$ cat config.mk
export PLATFORM = sky130hd
export DESIGN_NAME = add_round_key_stream
export DESIGN_NICKNAME = d
export VERILOG_FILES = /design/src/rtl/add_round_key_stream.sv
export SDC_FILE = /design/constraint.sdc
export NUM_CORES = 2
export LEC_CHECK = 0
export CAP_MARGIN = 20
export CELL_PAD_IN_SITES_DETAIL_PLACEMENT = 1
export CELL_PAD_IN_SITES_GLOBAL_PLACEMENT = 1
export CORE_MARGIN = 5
export CORE_UTILIZATION = 55
export CTS_CLUSTER_DIAMETER = 80
export DETAILED_ROUTE_END_ITERATION = 10
export GPL_TIMING_DRIVEN = 0
export PLACE_DENSITY = 0.84
export SETUP_SLACK_MARGIN = 0.4
export SYNTH_ARGS = -nofsm -noshare
export SYNTH_HDL_FRONTEND = slang
export SYNTH_SLANG_ARGS = --single-unit
$ cat constraint.sdc
create_clock -name Clk -period 4.9 [get_ports Clk]
set_clock_uncertainty 0.1 [all_clocks]
set_input_delay 0.98 -clock Clk [delete_from_list [all_inputs] [get_ports Clk]]
set_output_delay 0.98 -clock Clk [all_outputs]
set_load 0.1 [all_outputs]
$ cat src/rtl/add_round_key_stream.sv
// Two-stage streaming AddRoundKey with a local round-key store and valid/ready on both sides.
// Optional key-fault checking is enabled by defining ARK_KEYCHK_EN.
module add_round_key_stream #(
    parameter int unsigned DATA_W   = 128,
    parameter int unsigned NUM_KEYS = 15,
    parameter int unsigned KIDX_W   = 4,
    parameter int unsigned CNT_W    = 16
) (
    input  logic              Clk,
    input  logic              Rst_n,
    input  logic              Kwr_En,
    input  logic [KIDX_W-1:0] Kwr_Idx,
    input  logic [DATA_W-1:0] Kwr_Data,
    input  logic              In_Valid,
    output logic              In_Ready,
    input  logic [DATA_W-1:0] In_Data,
    input  logic [KIDX_W-1:0] In_KIdx,
    output logic              Out_Valid,
    input  logic              Out_Ready,
    output logic [DATA_W-1:0] Out_Data,
    output logic [CNT_W-1:0]  Blk_Cnt,
    output logic              Key_Err
);

    localparam logic [KIDX_W:0] NUM_KEYS_X = (KIDX_W + 1)'(NUM_KEYS);

    logic [DATA_W-1:0] key_q [NUM_KEYS];
    logic [DATA_W-1:0] key_d [NUM_KEYS];
    logic              v1_q, v1_d, v2_q, v2_d;
    logic [DATA_W-1:0] d1_q, d1_d, k1_q, k1_d;
    logic [DATA_W-1:0] out_q, out_d;
    logic [CNT_W-1:0]  cnt_q, cnt_d;

    logic              adv1, adv2, accept;
    logic              kwr_ok, in_ok, hit;
    logic [DATA_W-1:0] sel_key;

`ifdef ARK_KEYCHK_EN
    logic [(2**KIDX_W)-1:0] loaded_q, loaded_d;
    logic                   err1_q, err1_d;
    logic                   key_err_q, key_err_d;
`endif

    assign adv2     = !v2_q || Out_Ready;
    assign adv1     = !v1_q || adv2;
    assign accept   = In_Valid && adv1;
    assign In_Ready = adv1;

    assign Out_Valid = v2_q;
    assign Out_Data  = out_q;
    assign Blk_Cnt   = cnt_q;

    // Key store update, write-bypassed key select, and pipeline advance.
    always_comb begin
        key_d   = key_q;
        v1_d    = v1_q;
        d1_d    = d1_q;
        k1_d    = k1_q;
        v2_d    = v2_q;
        out_d   = out_q;
        cnt_d   = cnt_q;
        kwr_ok  = Kwr_En && ({1'b0, Kwr_Idx} < NUM_KEYS_X);
        in_ok   = {1'b0, In_KIdx} < NUM_KEYS_X;
        hit     = kwr_ok && (Kwr_Idx == In_KIdx);
        sel_key = '0;

        if (in_ok) begin
            sel_key = hit ? Kwr_Data : key_q[In_KIdx];
        end
        if (kwr_ok) begin
            key_d[Kwr_Idx] = Kwr_Data;
        end

        if (adv1) begin
            v1_d = In_Valid;
        end
        if (accept) begin
            d1_d = In_Data;
            k1_d = sel_key;
        end

        if (adv2) begin
            v2_d = v1_q;
            if (v1_q) begin
                out_d = d1_q ^ k1_q;
            end
        end

        if (v2_q && Out_Ready) begin
            cnt_d = cnt_q + CNT_W'(1);
        end
    end

`ifdef ARK_KEYCHK_EN
    // Fault bit rides with the block and joins the sticky flag as the block reaches the output.
    always_comb begin
        loaded_d  = loaded_q;
        err1_d    = err1_q;
        key_err_d = key_err_q;
        if (kwr_ok) begin
            loaded_d[Kwr_Idx] = 1'b1;
        end
        if (accept) begin
            err1_d = !(in_ok && (loaded_q[In_KIdx] || hit));
        end
        if (adv2 && v1_q && err1_q) begin
            key_err_d = 1'b1;
        end
    end

    always_ff @(posedge Clk or negedge Rst_n) begin
        if (!Rst_n) begin
            loaded_q  <= '0;
            err1_q    <= 1'b0;
            key_err_q <= 1'b0;
        end else begin
            loaded_q  <= loaded_d;
            err1_q    <= err1_d;
            key_err_q <= key_err_d;
        end
    end

    assign Key_Err = key_err_q;
`else
    assign Key_Err = 1'b0;
`endif

    always_ff @(posedge Clk or negedge Rst_n) begin
        if (!Rst_n) begin
            for (int i = 0; i < int'(NUM_KEYS); i++) begin
                key_q[i] <= '0;
            end
            v1_q  <= 1'b0;
            d1_q  <= '0;
            k1_q  <= '0;
            v2_q  <= 1'b0;
            out_q <= '0;
            cnt_q <= '0;
        end else begin
            key_q <= key_d;
            v1_q  <= v1_d;
            d1_q  <= d1_d;
            k1_q  <= k1_d;
            v2_q  <= v2_d;
            out_q <= out_d;
            cnt_q <= cnt_d;
        end
    end

endmodule

======== After elaboration in Yosys (flattened, before gate mapping) ========
Cells that the tools add are included.
storage, ports and cells
  bits in registers ....................... 2322
  bits of input ports ..................... 269
  output and inout port bits .............. 147
  logic and storage cells ................. 49
operators by class
  add/subtract/negate cells ............... 1
  $lt $le $gt $ge ......................... 5
  eq/ne operators ......................... 1
  mux-type cells .......................... 8
  bitwise gates (word level) .............. 3
  reductions and logical operators ........ 10
operators by type and width
  cell                                                                  number
  1920-bit bitwise mux                                                  1
  128-bit two-way mux                                                   5
  128-bit binary-select mux with 4-bit select                           1
  128-bit demux with 4-bit select                                       1
  128-bit bitwise XOR                                                   1
  16-bit by 1-bit adder with 16-bit output, second input constant       1
  5-bit >= comparator, second input constant                            2
  4-bit inverter with 5-bit output                                      2
  4-bit < comparator, second input constant                             2
  1-bit logical AND                                                     5
  5-bit by 1-bit < comparator with 1-bit output, second input constant  1
  4-bit == test                                                         1
  1-bit zero test                                                       2
  1-bit logical OR                                                      2
  2-bit AND reduction                                                   1

======== Longest topological paths before layout ========
  depth in word-level cells ............... 6
  depth in mapped cells ................... 9

======== Worst setup path before layout ========
OpenSTA, ideal clock, no wires.
  kind .................................... input to output
  start point ............................. input Out_Ready
  end point ............................... output In_Ready
  arrival time ............................ 2.362 ns
  required time ........................... 3.820 ns
  path slack .............................. 1.458 ns
  stages .................................. 3
  path buffers ............................ 2
  cells stage by stage .................... nand3b_1 clkbuf_1 clkbuf_1
between the ends
  longest elaborated chain between the ends .. 2
ends and longest elaborated chain
  item              RTL line  RTL
  from (decl)       19        input logic Out_Ready,
  1-bit logical OR  44        assign adv2 = !v2_q || Out_Ready;
  1-bit logical OR  45        assign adv1 = !v1_q || adv2;
  to (decl)         15        output logic In_Ready,
No other way between the ends.

======== Worst setup path in the final report ========
Same ends and word-level chain as after synthesis.

==> impl_metrics.csv <==
group,metric,value,unit
synthesis,yosys_register_bits,2322,
placement,place_area,113000,um2
placement,dp_hpwl,232000,um
global_route,grt_max_degree,179,
timing,slew_headroom,0.263,
cells_and_area,utilization,0.636,
timing,setup_ws,497,ps
flow_run,cap_violations,0,
placement,post-place-ws,-1200,ps
clock_tree,clockRootBuffer,"clkbuf_16",
cells_and_area,stdcell_area,121000,um2
synthesis,yosysUniqueCellTypes,45,
clock_tree,path_clk_slew,70,ps
cells_and_area,final_cells,10900,
synthesis,synthFlopType,"dfrtp_1",
timing,clock.fmax,227,MHz
global_route,grt_pass1_vias,79300,
floorplan,rows,160,
route,postRouteAntennaNets,0,
power,ir_drop,0.345,mV
synthesis,synthTopCellsByArea,"dfrtp_1, mux2_2, mux4_2, mux2i_1, clkbuf_1",
route,num_vias,71300,
global_route,antenna_found_initial,29,
synthesis,yosysTopAreaCellShare,0.553,
clock_tree,clk_latency,880,ps
power,p_leak,51.9,nW
timing,whs,56.1,ps
critical_path,crit_chain,"clkdlybuf4s50_1 > nand3b_1 > clkbuf_1 > clkbuf_2 > clkdlybuf4s15_2",
clock_tree,cts.path.max_buffers,3,
critical_path,crit_required,3820,ps
floorplan,dieArea,200000,um2
floorplan,die_w,447,um
cells_and_area,area_growth,15.1,%
synthesis,yosys.area.top_type,"dfrtp_1",
floorplan,fp.dieH,447,um
route,wl_per_cell,32.5,um
critical_path,slowest_stage,"clkdlybuf4s15_2",
synthesis,yosys-top-cells-count,"dfrtp_1, mux2_2, mux2i_1, clkbuf_1, nand2_1",
clock_tree,cts_sinks,2322,
route,via_per_inst,6.55,
synthesis,synth-seq-area-share,0.553,
timing,worstMarginPinSlew,1110,ps
timing,final_max_slew_viol_count,0,
critical_path,critPathLaunchType,"input pin",
route,drt-total-wl,354000,um
timing,setup_tns,0,ps
global_route,grt_pass1_wl,531000,um
route,drc_errors,0,
floorplan,core_area,190000,um2
synthesis,yosysMostFrequentCell,"dfrtp_1",
critical_path,worstSetupPathType,"input pin to output pin",
critical_path,cpPeakStageDelay,630,ps
hold_path,hold_class,"input pin to asynchronous set/reset pin",
route,drt_iter0_markers,5953,
route,drt_first_pass_iters,5,
clock_tree,cts_tree,"done",
power,cellPowerDensity,483,nW/um2
global_route,grt_overflow_total,0,
timing,finalSetupViolations,0,
synthesis,avgSynthCellArea,14.0,um2
power,p_total,58.4,mW
clock_tree,cts_made_buffers,234,
synthesis,ys_warn_count,0,
placement,dpl.cell_count,10400,
synthesis,synthArstFlopShare,1.00,
critical_path,arrival,3320,ps
floorplan,initial_utilization,0.553,
cells_and_area,post_route_cells_drive_above_1_share,0.338,
floorplan,ioPinCount,416,
critical_path,crit_fanout,10,
placement,gp_congestion,0.853,
timing,min_period_over_period,0.898,
synthesis,synth_edf_count,0,
global_route,grt_use_total,0.354,
run_status,outcome,"finished clean",
synthesis,syn_inst,7476,
clock_tree,htreeDepth,4,
critical_path,end_kind,"output pin",
cells_and_area,finalNetCount,8426,
synthesis,synth_nets,7746,
timing,hold_viol_final,0,
placement,portBuffers,411,
synthesis,netlist_area,105000,um2
timing,period_minus_slack,4400,ps
timing,rsz0062_at_grt,"no",
clock_tree,post_cts_buffers,0,
[path summary, 6_finish.rpt]
| kind | start | end | slack, ps | cells past startpoint |
|---|---|---|---|---|
| hold / removal | Rst_n | key_q[401] | 60 | 2 |
| setup reg to reg | Out_Valid | Out_Data[114] | 1050 | 9 |
| min in group Clk | Out_Data[115] | Out_Data[115] | 380 | 2 |
| setup / recovery | Out_Ready | In_Ready | 500 | 5 |
| max in group asynchronous | Rst_n | key_q[77] | 1160 | 7 |
| hold reg to reg | Out_Data[115] | Out_Data[115] | 380 | 2 |
[critical path: cells and delay by family]
kind	cells	cell delay [ps]
buffers and inverters	4	2070
AND/OR/NAND/NOR	1	260
[registers in the layout, summed over array words and instances, names as in the netlist]
| register | flops |
|---|---|
| key_q | 1920 |
| Out_Data | 128 |
| d1_q | 128 |
| k1_q | 128 |
| Blk_Cnt | 16 |
| Out_Valid | 1 |
| v1_q | 1 |
[logic make-up after synthesis]
logic type | Yosys count | synth area share
xor+xnor | 146 | 0.0122
buf+inv | 839 | 0.0374
compound gates | 1157 | 0.0795
flops | 2322 | 0.553
fa+ha+maj | 1 | 0.000119
simple gates | 455 | 0.0203
mux | 2555 | 0.297
other cells | 1 | 0.0000357
[cells in the final DEF, fill, tap and decap left out, types with 19 or more instances in the layout]
| cell | synthesis | layout |
|---|---|---|
| dfrtp_1 | 2322 | 2322 |
| mux2_2 | 1837 | 1837 |
| clkbuf_1 | 380 | 424 |
| clkdlybuf4s50_1 | 0 | 409 |
| mux2i_1 | 383 | 383 |
| nand2_1 | 275 | 275 |
| o21ai_0 | 263 | 263 |
| mux4_2 | 257 | 257 |
| clkbuf_16 | 0 | 241 |
| buf_2 | 233 | 233 |
| xnor2_1 | 141 | 141 |
| inv_1 | 130 | 130 |
| o221ai_1 | 128 | 128 |
| nor2b_1 | 128 | 128 |
| a22oi_1 | 127 | 127 |
| a21boi_1 | 127 | 127 |
| a211oi_1 | 127 | 127 |
| a21boi_0 | 127 | 127 |
| a41oi_1 | 127 | 127 |
| o31ai_1 | 127 | 127 |
| mux2_1 | 78 | 78 |
| clkinv_2 | 0 | 50 |
| buf_6 | 47 | 48 |
| clkbuf_8 | 0 | 48 |
| buf_16 | 0 | 26 |
| diode_2 | 0 | 24 |
| buf_1 | 24 | 24 |
| clkbuf_2 | 1 | 23 |
| buf_4 | 19 | 19 |
[where the power goes]
| group | switching [mW] | leakage (nW) | internal [mW] | total [mW] |
|---|---|---|---|---|
| clock network | 7.95 | 3.80 | 10.3 | 18.3 |
| logic | 7.69 | 19.7 | 5.92 | 13.6 |
| registers | 2.90 | 28.4 | 23.6 | 26.5 |
[final cells by class]
type                    instances  area, um2
fillers                     17500      69100
flip-flops and latches       2322      58100
repair buffers                444       4990
clock buffers                 355       6940
clock inverters                74        723
multi-input cells            4315      43000
well taps                    2511       3140
diodes                         24       60.1
plain buffers                 709       3470
inverters                     130        488
[metal layers]
| metal | global-route usage | wire, um | share of wire |
|---|---|---|---|
| met1 | 0.435 | 134000 | 0.38 |
| met2 | 0.573 | 170000 | 0.48 |
| met3 | 0.0756 | 23900 | 0.068 |
| met4 | 0.227 | 26700 | 0.075 |
| met5 | 0 | 48 | 0.00014 |
[timing repair]
item,CTS,global route
endpoints found under the setup margin,321,0
endpoints found under the hold margin,104,0
hold buffers,1,0
resized for setup,4,0
Power figures use the tool's default switching activity.
